$ cat src/rtl/accum_pkg.sv
// rtl/accum_pkg.sv - shared types and arithmetic helpers for the product accumulator
package accum_pkg;

  typedef enum logic {
    S_ACCUM = 1'b0,
    S_WRITE = 1'b1
  } state_e;

  localparam int SAT_MAX_WIDTH = 64;

  function automatic int acc_width(input int data_width, input int num_taps);
    return data_width + $clog2(num_taps);
  endfunction

  // Clamp to the signed range of out_width bits; out_width must be below SAT_MAX_WIDTH.
  function automatic logic signed [SAT_MAX_WIDTH-1:0] saturate(
    input logic signed [SAT_MAX_WIDTH-1:0] value,
    input int                              out_width
  );
    logic signed [SAT_MAX_WIDTH-1:0] hi;
    logic signed [SAT_MAX_WIDTH-1:0] lo;
    hi = (64'sd1 <<< (out_width - 1)) - 64'sd1;
    lo = -hi - 64'sd1;
    if (value > hi) begin
      return hi;
    end
    if (value < lo) begin
      return lo;
    end
    return value;
  endfunction

endpackage

$ cat src/rtl/sat_shift.sv
// rtl/sat_shift.sv - arithmetic right shift (floor) followed by signed saturation
module sat_shift
  import accum_pkg::*;
#(
  parameter int IN_WIDTH  = 36,
  parameter int OUT_WIDTH = 32,
  parameter int SHIFT     = 10
) (
  input  logic signed [IN_WIDTH-1:0]  din,
  output logic signed [OUT_WIDTH-1:0] dout
);

  logic signed [IN_WIDTH-1:0] shifted;

  always_comb begin
    shifted = din >>> SHIFT;
    dout    = OUT_WIDTH'(saturate(SAT_MAX_WIDTH'(shifted), OUT_WIDTH));
  end

endmodule

$ cat src/rtl/product_accumulator.sv
// rtl/product_accumulator.sv - sums NUM_TAPS products, rescales, saturates and writes to the output FIFO
module product_accumulator
  import accum_pkg::*;
#(
  parameter int DATA_WIDTH = 32,
  parameter int NUM_TAPS   = 16,
  parameter int FRAC_BITS  = 10
) (
  input  logic                         clock,
  input  logic                         reset,
  input  logic signed [DATA_WIDTH-1:0] product_in,
  input  logic                         product_valid,
  output logic                         product_rd_en,
  input  logic                         out_full,
  output logic                         out_wr_en,
  output logic signed [DATA_WIDTH-1:0] out_din
);

  localparam int ACC_WIDTH = acc_width(DATA_WIDTH, NUM_TAPS);
  localparam int CNT_WIDTH = $clog2(NUM_TAPS);
  localparam logic [CNT_WIDTH-1:0] LAST_TAP = CNT_WIDTH'(NUM_TAPS - 1);

  state_e                        state_q, state_d;
  logic signed [ACC_WIDTH-1:0]   acc_q, acc_d;
  logic        [CNT_WIDTH-1:0]   count_q, count_d;
  logic signed [DATA_WIDTH-1:0]  result_q, result_d;
  logic signed [ACC_WIDTH-1:0]   sum;
  logic signed [DATA_WIDTH-1:0]  scaled;

  // The final product is folded in combinationally so the result is ready on the last pop edge.
  assign sum = acc_q + ACC_WIDTH'(product_in);

  sat_shift #(
    .IN_WIDTH  (ACC_WIDTH),
    .OUT_WIDTH (DATA_WIDTH),
    .SHIFT     (FRAC_BITS)
  ) u_sat_shift (
    .din  (sum),
    .dout (scaled)
  );

  always_comb begin
    state_d       = state_q;
    acc_d         = acc_q;
    count_d       = count_q;
    result_d      = result_q;
    product_rd_en = 1'b0;
    out_wr_en     = 1'b0;
    case (state_q)
      S_ACCUM: begin
        product_rd_en = product_valid;
        if (product_valid) begin
          if (count_q == LAST_TAP) begin
            result_d = scaled;
            acc_d    = '0;
            count_d  = '0;
            state_d  = S_WRITE;
          end else begin
            acc_d   = sum;
            count_d = count_q + CNT_WIDTH'(1);
          end
        end
      end
      S_WRITE: begin
        out_wr_en = !out_full;
        if (!out_full) begin
          state_d = S_ACCUM;
        end
      end
    endcase
    if (!reset) begin
      product_rd_en = 1'b0;
      out_wr_en     = 1'b0;
    end
    out_din = reset ? result_q : '0;
  end

  always_ff @(posedge clock) begin
    if (!reset) begin
      state_q  <= S_ACCUM;
      acc_q    <= '0;
      count_q  <= '0;
      result_q <= '0;
    end else begin
      state_q  <= state_d;
      acc_q    <= acc_d;
      count_q  <= count_d;
      result_q <= result_d;
    end
  end

endmodule
$ cat config.mk
export PLATFORM = sky130hd
export DESIGN_NAME = product_accumulator
export DESIGN_NICKNAME = d
export VERILOG_FILES = /design/src/rtl/accum_pkg.sv /design/src/rtl/sat_shift.sv /design/src/rtl/product_accumulator.sv
export SDC_FILE = /design/constraint.sdc
export NUM_CORES = 1
export LEC_CHECK = 0
export ABC_AREA = 0
export CAP_MARGIN = 20
export CORE_ASPECT_RATIO = 1.4
export CORE_UTILIZATION = 60
export DETAILED_ROUTE_END_ITERATION = 16
export GPL_ROUTABILITY_DRIVEN = 0
export HOLD_SLACK_MARGIN = 0.08
export PLACE_DENSITY = 0.93
export REMOVE_ABC_BUFFERS = 1
export SLEW_MARGIN = 20
export SYNTH_ARGS = -nofsm -noshare
export SYNTH_HDL_FRONTEND = slang
export SYNTH_SLANG_ARGS = --single-unit
$ cat constraint.sdc
create_clock -name clock -period 4.85 [get_ports clock]
set_input_delay 0.97 -clock clock [delete_from_list [all_inputs] [get_ports clock]]
set_output_delay 0.97 -clock clock [all_outputs]
set_load 0.02 [all_outputs]
# == Yosys cells after proc, flatten, opt, wreduce, memory -nomap -nowiden ==
# Index checks and enable logic that the tools add are counted.
# word_totals
reg_bits,73
latch_bits,0
ramBits,0
romBits,0
input_bits,36
output_inout_bits,34
elab_cells,31
mem_count,0
# classes
addsub,2
n_mul,0
n_div,0
magnitude_cmp,2
eq_ne,1
shift,0
mux,18
bitwise,1
reduce_logical,3
# op_table
operator,n
32-bit 2-to-1 mux,5
36-bit by 32-bit adder with 36-bit output,1
36-bit 2-to-1 mux,1
26-bit by 32-bit greater-than comparator with 1-bit output (second input constant),1
26-bit by 32-bit < comparator with 1-bit output (second input constant),1
1-bit 2-to-1 mux,10
4-bit by 1-bit adder with 4-bit output (second input constant),1
4-bit == test (second input constant),1
4-bit 2-to-1 mux,1
3-bit AND reduction,1
1-bit case mux with 2 select lines,1
2-bit AND reduction,1
1-bit logical NOT,1
1-bit NOT,1

# == Depth between registers and ports, before layout ==
# Gate-level depths: netlist of run 1.
# logic_depth
depth_word,6
mapped_depth,11

# == By module ==
# A second synthesis of run 1 with hierarchy kept.
# unflattened
cells_unflattened,656
area_unflattened_um2,5173.7
# modules_own_cells
module,instances,cells_each,area_per_inst_um2,seq_area_each_um2
product_accumulator,1,624,4937.2,1461.4
sat_shift,1,32,236.5,0.0

# == Worst setup path before layout of run 1 ==
# OpenSTA, ideal clock, no wires.
# synth_path
path_kind,input -> register
from,input port product_in[0]
to,register acc_q[30]
setup_ns,0.117
arrival_time_ns,3.275
t_required_ns,4.733
path_slack_ns,1.457
path_stages,11
path_cell_list,ha_1 > inv_1 > fa_1 > and2b_2 > o2111ai_4 > a2111oi_4 > nor2_2 > o31ai_4 > and4_1 > o21ai_1 > a32o_1
# synth_via
elab_chain_len,2
# synth_lines
item,line,text
"start, declared",product_accumulator.sv:11,"input logic signed [DATA_WIDTH-1:0] product_in,"
36-bit by 32-bit adder with 36-bit output,product_accumulator.sv:31,assign sum = acc_q + ACC_WIDTH'(product_in);
36-bit 2-to-1 mux,product_accumulator.sv:53,if (count_q == LAST_TAP) begin
"end signal, assigned",product_accumulator.sv:81,acc_q <= '0;
"end signal, assigned",product_accumulator.sv:86,acc_q <= acc_d;
"end, declared",product_accumulator.sv:24,"logic signed [ACC_WIDTH-1:0] acc_q, acc_d;"
# No other way between the ends.
# A chain may end at the register's enable or synchronous reset.

# == Final worst setup path of run 1 ==
# layout_path
from,input port reset
to,output port out_din[26]
# layout_via
elab_chain_len,1
# layout_lines
item,line,text
"start, declared",product_accumulator.sv:10,"input logic reset,"
32-bit 2-to-1 mux,product_accumulator.sv:75,out_din = reset ? result_q : '0;
"end, declared",product_accumulator.sv:16,output logic signed [DATA_WIDTH-1:0] out_din
# No other way between the ends.

==> out/results.ini, run 1 <==
[run_status]
status = finished, final reports clean

[timing]
setup_viol = 0
fin_setup_tns_ns = 0
hold_viol = 0
maxSlewViolCount = 0
rsz0062_at_grt = false
fin_worst_skew_ns = 0.00803
relSlewSlack_pct = 49.9
fin_crit_sh_pct = 81.0
min_period_ns = 3.93
tightest_slew_ns = 0.748
fmaxAchievable_ghz = 0.255

[synthesis]
synth_seq_cells = 68
yosys_warnings = 0
synth_area_leaders = dfxtp_1 (29%), ha_1 (9.5%), a21oi_1 (6.4%)
synth_area_um2 = 4750
yosysSeqAreaShare_pct = 28.7
syn_inst = 593
syn_area_per_cell_um2 = 8.00
synth.largest_area_cell = dfxtp_1
synth_top_area_share_pct = 28.7
synthArstFlopShare_pct = 0
yosys_most_used_dff = dfxtp_1
ys_types = 64
synth-edff-count = 0

[drt]
drt_iter0_markers = 391
num_vias = 4610
antenna_left = 0
via_per_inst = 6.20
post_drt_wl_per_cell_um = 16.3
wl_mm = 12.1
drc = 0
dr.pass1.iters = 5

[die]
rows = 38
start_util_pct = 61.6
dieArea_um2 = 8270
io_pins = 70
coreArea_um2 = 7700
die_w_um = 77.2
die_h_um = 107

[power]
p_per_area_nw_per_um2 = 316
leakage_nw = 2.26
peakVddDrop_v = 0.000189

[placement]
dpl.hpwl_mm = 8.93
portBuffers = 69
dp.cells = 729
place_area_um2 = 5380

[critical_path]
arrival_ns = 2.96
required_ns = 3.88
start_kind = input port
worst-r2r-cell-count = 11
path_max_fanout = 28
worstSetupPathType = in -> out
r2r_start = acc_q[0]
rrSetupSlack_ns = 1.72
endpoint_kind = output pin
worstReg2RegEnd = acc_q[30]

[clock_network]
ctsResizeCount = 0
insertion_delay_ns = 0.36
cts_tree = done
cts_root_buffer = clkbuf_8
cts_made_buffers = 9
cts_hold_buffers = 0
cts.sinks = 68
cts_buffer_depth = 2
h-tree-depth = 3
cts_setup_buffers = 0
cts.clk_slew.worst_paths_ns = 0.06

[cells_and_area]
design_area_um2 = 5570
diodes = 0
finalNonFillerCells = 744
layout-drive-gt1-share_pct = 6.21
nets = 713
synthToLayoutAreaGrowth_pct = 17.3

[global_routing]
grt_pass1_vias = 4582
grt_pass1_wl_mm = 20.0
grt_max_degree = 36
track_usage_pct = 30.6
grt_antenna_before_repair = 0
grt_overflow_total = 0

[min_path]
hold_start = result_q[18]
hp-class = reg -> reg
min_to = result_q[18]
hold_path_depth = 2

[run]
timing.max_cap.violations = 0

report_power, final:
| group | switching [mW] | internal [mW] | total (mW) |
|---|---|---|---|
| sequential | 0.0290 | 0.608 | 0.637 |
| clock | 0.208 | 0.238 | 0.446 |
| combinational | 0.404 | 0.271 | 0.675 |
cells in the final DEF, fill, tap and decap left out, types with 3 or more instances in the layout:
| cell | n |
|---|---|
| o22ai_1 | 3 |
| a22o_1 | 13 |
| and2_1 | 36 |
| and3_1 | 4 |
| nor2_1 | 42 |
| a21oi_1 | 61 |
| a22oi_1 | 10 |
| and4_1 | 3 |
| o21a_1 | 3 |
| nor3_1 | 8 |
| a21o_1 | 13 |
| inv_1 | 14 |
| clkbuf_8 | 13 |
| nand4_1 | 16 |
| or3_1 | 5 |
| xor2_1 | 14 |
| a211oi_1 | 7 |
| nand3_1 | 10 |
| nand2_1 | 74 |
| o21bai_1 | 4 |
| nor2b_1 | 3 |
| xnor2_1 | 15 |
| ha_1 | 36 |
| o211ai_1 | 3 |
| a31o_2 | 6 |
| nor4_1 | 3 |
| clkdlybuf4s50_1 | 69 |
| o2bb2ai_1 | 5 |
| buf_4 | 8 |
| dfxtp_1 | 68 |
| o21ai_0 | 34 |
| a32o_1 | 5 |
cells in the mapped netlist (all sizes together) (4+ instances only):
master,number
nand2,74
dfxtp,68
a21oi,63
nor2,43
and2,36
ha,36
o21ai,36
clkbuf,27
nand4,16
xnor2,15
a21o,14
inv,14
xor2,14
a22o,13
buf,11
a22oi,10
nand3,10
nor3,8
a211oi,7
a31o,6
or3,6
a32o,5
o2bb2ai,5
and3,4
o21bai,4
worst max path at each step:
| stage | startpoint | endpoint | slack (ns) | cells after the start |
|---|---|---|---|---|
| 6_report | reset | out_din[26] | 0.92 | 4 |
| 5_1_grt | reset | out_din[26] | 0.81 | 4 |
| 4_1_cts | reset | out_din[28] | 0.90 | 4 |
| 3_5_place_dp | product_in[0] | acc_q[30] | 0.69 | 12 |
| 3_3_place_gp | product_in[0] | acc_q[30] | 0.80 | 12 |
| 2_1_floorplan | product_in[0] | acc_q[30] | 1.46 | 11 |
logic make-up after synthesis:
logic type	synth area share [%]
xor gates and xnor gates	5.83
buffers and inverters	6.30
and+or+nand+nor	21.4
adders and majority gates	9.91
AOI/OAI and AO/OA	27.9
DFF	28.7
cell type report:
class / count / area [µm²]
clock buffer: 14 / 183
timing repair buffer: 77 / 751
fill: 633 / 2140
multi-input combinational: 469 / 3090
tap: 100 / 125
clock inverter: 1 / 5.00
inverter: 15 / 56.3
sequential: 68 / 1360
per-layer routing:
metal	GRT usage (%)	part of all wire, %
met1	31.0	38
met2	54.8	51
met3	6.89	6.0
met4	21.8	5.0
met5	0	0
flip-flops by register name, summed over array words and instances, names as in the netlist:
name,flops
state_q,1
count_q,4
acc_q,36
result_q,27
through the flow:
step,total power [mW],utilization (%),hold WS (ns),setup WS (ns)
2_1_floorplan,1.13,-,0.427,1.46
3_3_place_gp,1.27,69.8,0.438,0.799
3_5_place_dp,1.30,69.8,0.443,0.692
4_1_cts,1.75,72.3,0.450,0.903
5_1_grt,1.86,72.3,0.468,0.808
6_report,1.76,72.3,0.447,0.921
critical path: stages:
cell and delay (ns):
clkdlybuf4s50_1 0.72, buf_4 0.35, and2_1 0.26, clkdlybuf4s50_1 0.64
No activity file was read; power rests on OpenSTA's default activity.
==> run 2, diff against run 1 <==
Settings changed: CORE_UTILIZATION 60 to 55, PLACE_DENSITY 0.93 to 0.87.
Clock period 4.85 ns to 3.7 ns, I/O delays scaled along.
==> run 2 against run 1 <==
  * Total power rose by 51%
  * Register-to-register slack got worse by 1.1 ns
  * Sequential power rose by 31%
  * Wire length rose by 2.5%
  * Critical path depth rose by 8
  * Clock power rose by 110%
  * Clock skew barely moved
  * Setup slack got worse by 0.84 ns
  * Critical path type is now in -> reg
  * Critical endpoint is now acc_q[30]
==> out/results.ini, run 2 (synthesis gave the netlist of run 1 again) <==
[drt]
num_vias = 4620  ; was 4610
post_drt_wl_per_cell_um = 16.6  ; was 16.3 µm
via_per_inst = 6.17  ; was 6.20
antenna_left = 0  ; unchanged
wl_mm = 12.4  ; was 12.1 mm
drt_iter0_markers = 324  ; was 391
drc = 0  ; unchanged
dr.pass1.iters = 5  ; unchanged

[clock_network]
cts.sinks = 68  ; unchanged
h-tree-depth = 3  ; unchanged
cts_tree = done  ; unchanged
cts_hold_buffers = 0  ; unchanged
cts_made_buffers = 9  ; unchanged
ctsResizeCount = 0  ; unchanged
cts_buffer_depth = 2  ; unchanged
insertion_delay_ns = 0.35  ; was 0.36 ns
cts_root_buffer = clkbuf_16  ; was clkbuf_8
cts_setup_buffers = 0  ; unchanged
cts.clk_slew.worst_paths_ns = 0.05  ; was 0.06 ns

[placement]
portBuffers = 69  ; unchanged
dp.cells = 733  ; was 729
dpl.hpwl_mm = 9.13  ; was 8.93 mm

[min_path]
hp-class = reg -> reg  ; unchanged

[cells_and_area]
num-fill-cells = 676  ; was 633
multi_input_area_um2 = 3090  ; unchanged
nets = 715  ; was 713
mostFrequentLayoutCell = nand2_1  ; unchanged
regArea_um2 = 1360  ; unchanged
reg_top3 = acc_q (36), result_q (27), count_q (4)  ; unchanged
largest_reg_flops = 36  ; unchanged
finalNonFillerCells = 749  ; was 744
synthToLayoutAreaGrowth_pct = 20.7  ; was 17.3%
layout-drive-gt1-share_pct = 6.65  ; was 6.21%
largest-register = acc_q  ; unchanged
mostFrequentLayoutCells = nand2_1 (74), clkdlybuf4s50_1 (69), dfxtp_1 (68), a21oi_1 (61), nor2_1 (42)  ; unchanged
diodes = 0  ; unchanged

[global_routing]
grt_pass1_wl_mm = 20.6  ; was 20.0 mm
grt_antenna_before_repair = 0  ; unchanged
grt_overflow_total = 0  ; unchanged
grt_pass1_vias = 4549  ; was 4582
track_usage_pct = 29.6  ; was 30.6%
grt_max_degree = 42  ; was 36

[critical_path]
required_ns = 3.93  ; was 3.88 ns
worstSetupPathType = in -> reg  ; was in -> out
arrival_ns = 3.85  ; was 2.96 ns
cp_num_buf_inv = 2  ; was 3
max_stage_delay_ns = 0.46  ; was 0.72 ns
path_max_fanout = 4  ; was 28
slowest_stage = clkdlybuf4s50_1  ; unchanged
start_kind = input port  ; unchanged
path_delay_family = compound AO/OA/AOI/OAI gates  ; was buffers and inverters
endpoint_kind = flop  ; was output pin
crit_chain = clkdlybuf4s50_1, ha_1, inv_1, fa_1, and2b_2, o2111ai_4, a2111oi_4, nor2_2, o31ai_4, and4_1, o21ai_1, a32o_1  ; was clkdlybuf4s50_1, buf_4, and2_1, clkdlybuf4s50_1

[run]
timing.max_cap.violations = 0  ; unchanged

[die]
io_pins = 70  ; unchanged
rows = 39  ; was 38
die_w_um = 80.5  ; was 77.2 µm
die_h_um = 112  ; was 107 µm
dieArea_um2 = 9010  ; was 8270 µm²
start_util_pct = 57.5  ; was 61.6%
coreArea_um2 = 8250  ; was 7700 µm²

[power]
peakVddDrop_v = 0.000283  ; was 0.000189 V
p_per_area_nw_per_um2 = 463  ; was 316 nW/µm²
leakage_nw = 2.34  ; was 2.26 nW

[timing]
relSlewSlack_pct = 44.8  ; was 49.9%
fin_setup_tns_ns = 0  ; unchanged
rsz0062_at_grt = false  ; unchanged
fmaxAchievable_ghz = 0.276
min_period_ns = 3.62
setup_viol = 0  ; unchanged
maxSlewViolCount = 0  ; unchanged
hold_viol = 0  ; unchanged
fin_worst_skew_ns = 0.00785  ; was 0.00803 ns
fin_crit_sh_pct = 97.9
tightest_slew_ns = 0.825  ; was 0.748 ns

[run_status]
status = finished, final reports clean  ; unchanged

[run 2: changes by cell type in the layout (fill, tap and decap cells not counted), sizes merged]
| cell | before | now |
|---|---|---|
| buf | 8 | 10 |
| bufinv | 0 | 2 |
| clkbuf | 14 | 11 |
| clkinv | 2 | 4 |
[run 2: power breakdown]
part	switching, mW	internal [mW]	total, mW
sequential	0.0390	0.797	0.836
clock	0.320	0.604	0.924
combinational	0.528	0.360	0.888
total	0.887	1.76	2.65
[run 2: final timing paths]
kind                 end  slack [ns]     startpoint  cells past startpoint
max            acc_q[30]        0.08  product_in[0]                     12
min          result_q[8]        0.45    result_q[8]                      2
max reg2reg    acc_q[30]        0.60       acc_q[0]                     11
min reg2reg  result_q[8]        0.45    result_q[8]                      2
[run 2: layout make-up]
cell class	instances	area share, %
Multi-Input combinational cell	469	53.9
Sequential cell	68	23.8
Timing Repair Buffer	79	13.6
Clock buffer	11	4.24
Tap cell	102	2.23
Clock inverter	5	1.31
Inverter	15	0.983
[run 2: metrics by stage]
step           area, µm²  worst slack (ns)  hold slack, ns  power, mW  utilization (%)
2_1_floorplan       4500             0.537           0.427       1.48                -
3_3_place_gp        5410           -0.0546           0.439       1.68             65.6
3_5_place_dp        5410            -0.164           0.442       1.71             65.6
4_1_cts             5730             0.164           0.452       2.64             69.4
5_1_grt             5730            0.0100           0.470       2.79             69.4
6_report            5730            0.0795           0.453       2.65             69.4
[run 2: worst min-delay path, stage by stage, from the launching register on]
cell     delay [ns]
dfxtp_1        0.30
nand2_1        0.05
a21oi_1        0.05
[run 2: routing by layer]
layer / global-route usage, % / wire, µm / up-vias
li1: - / - / 2238
met1: 31.0 / 4760 / 2126
met2: 51.4 / 6240 / 191
met3: 5.98 / 648 / 65
met4: 21.0 / 771 / 0
met5: 0 / 0 / -
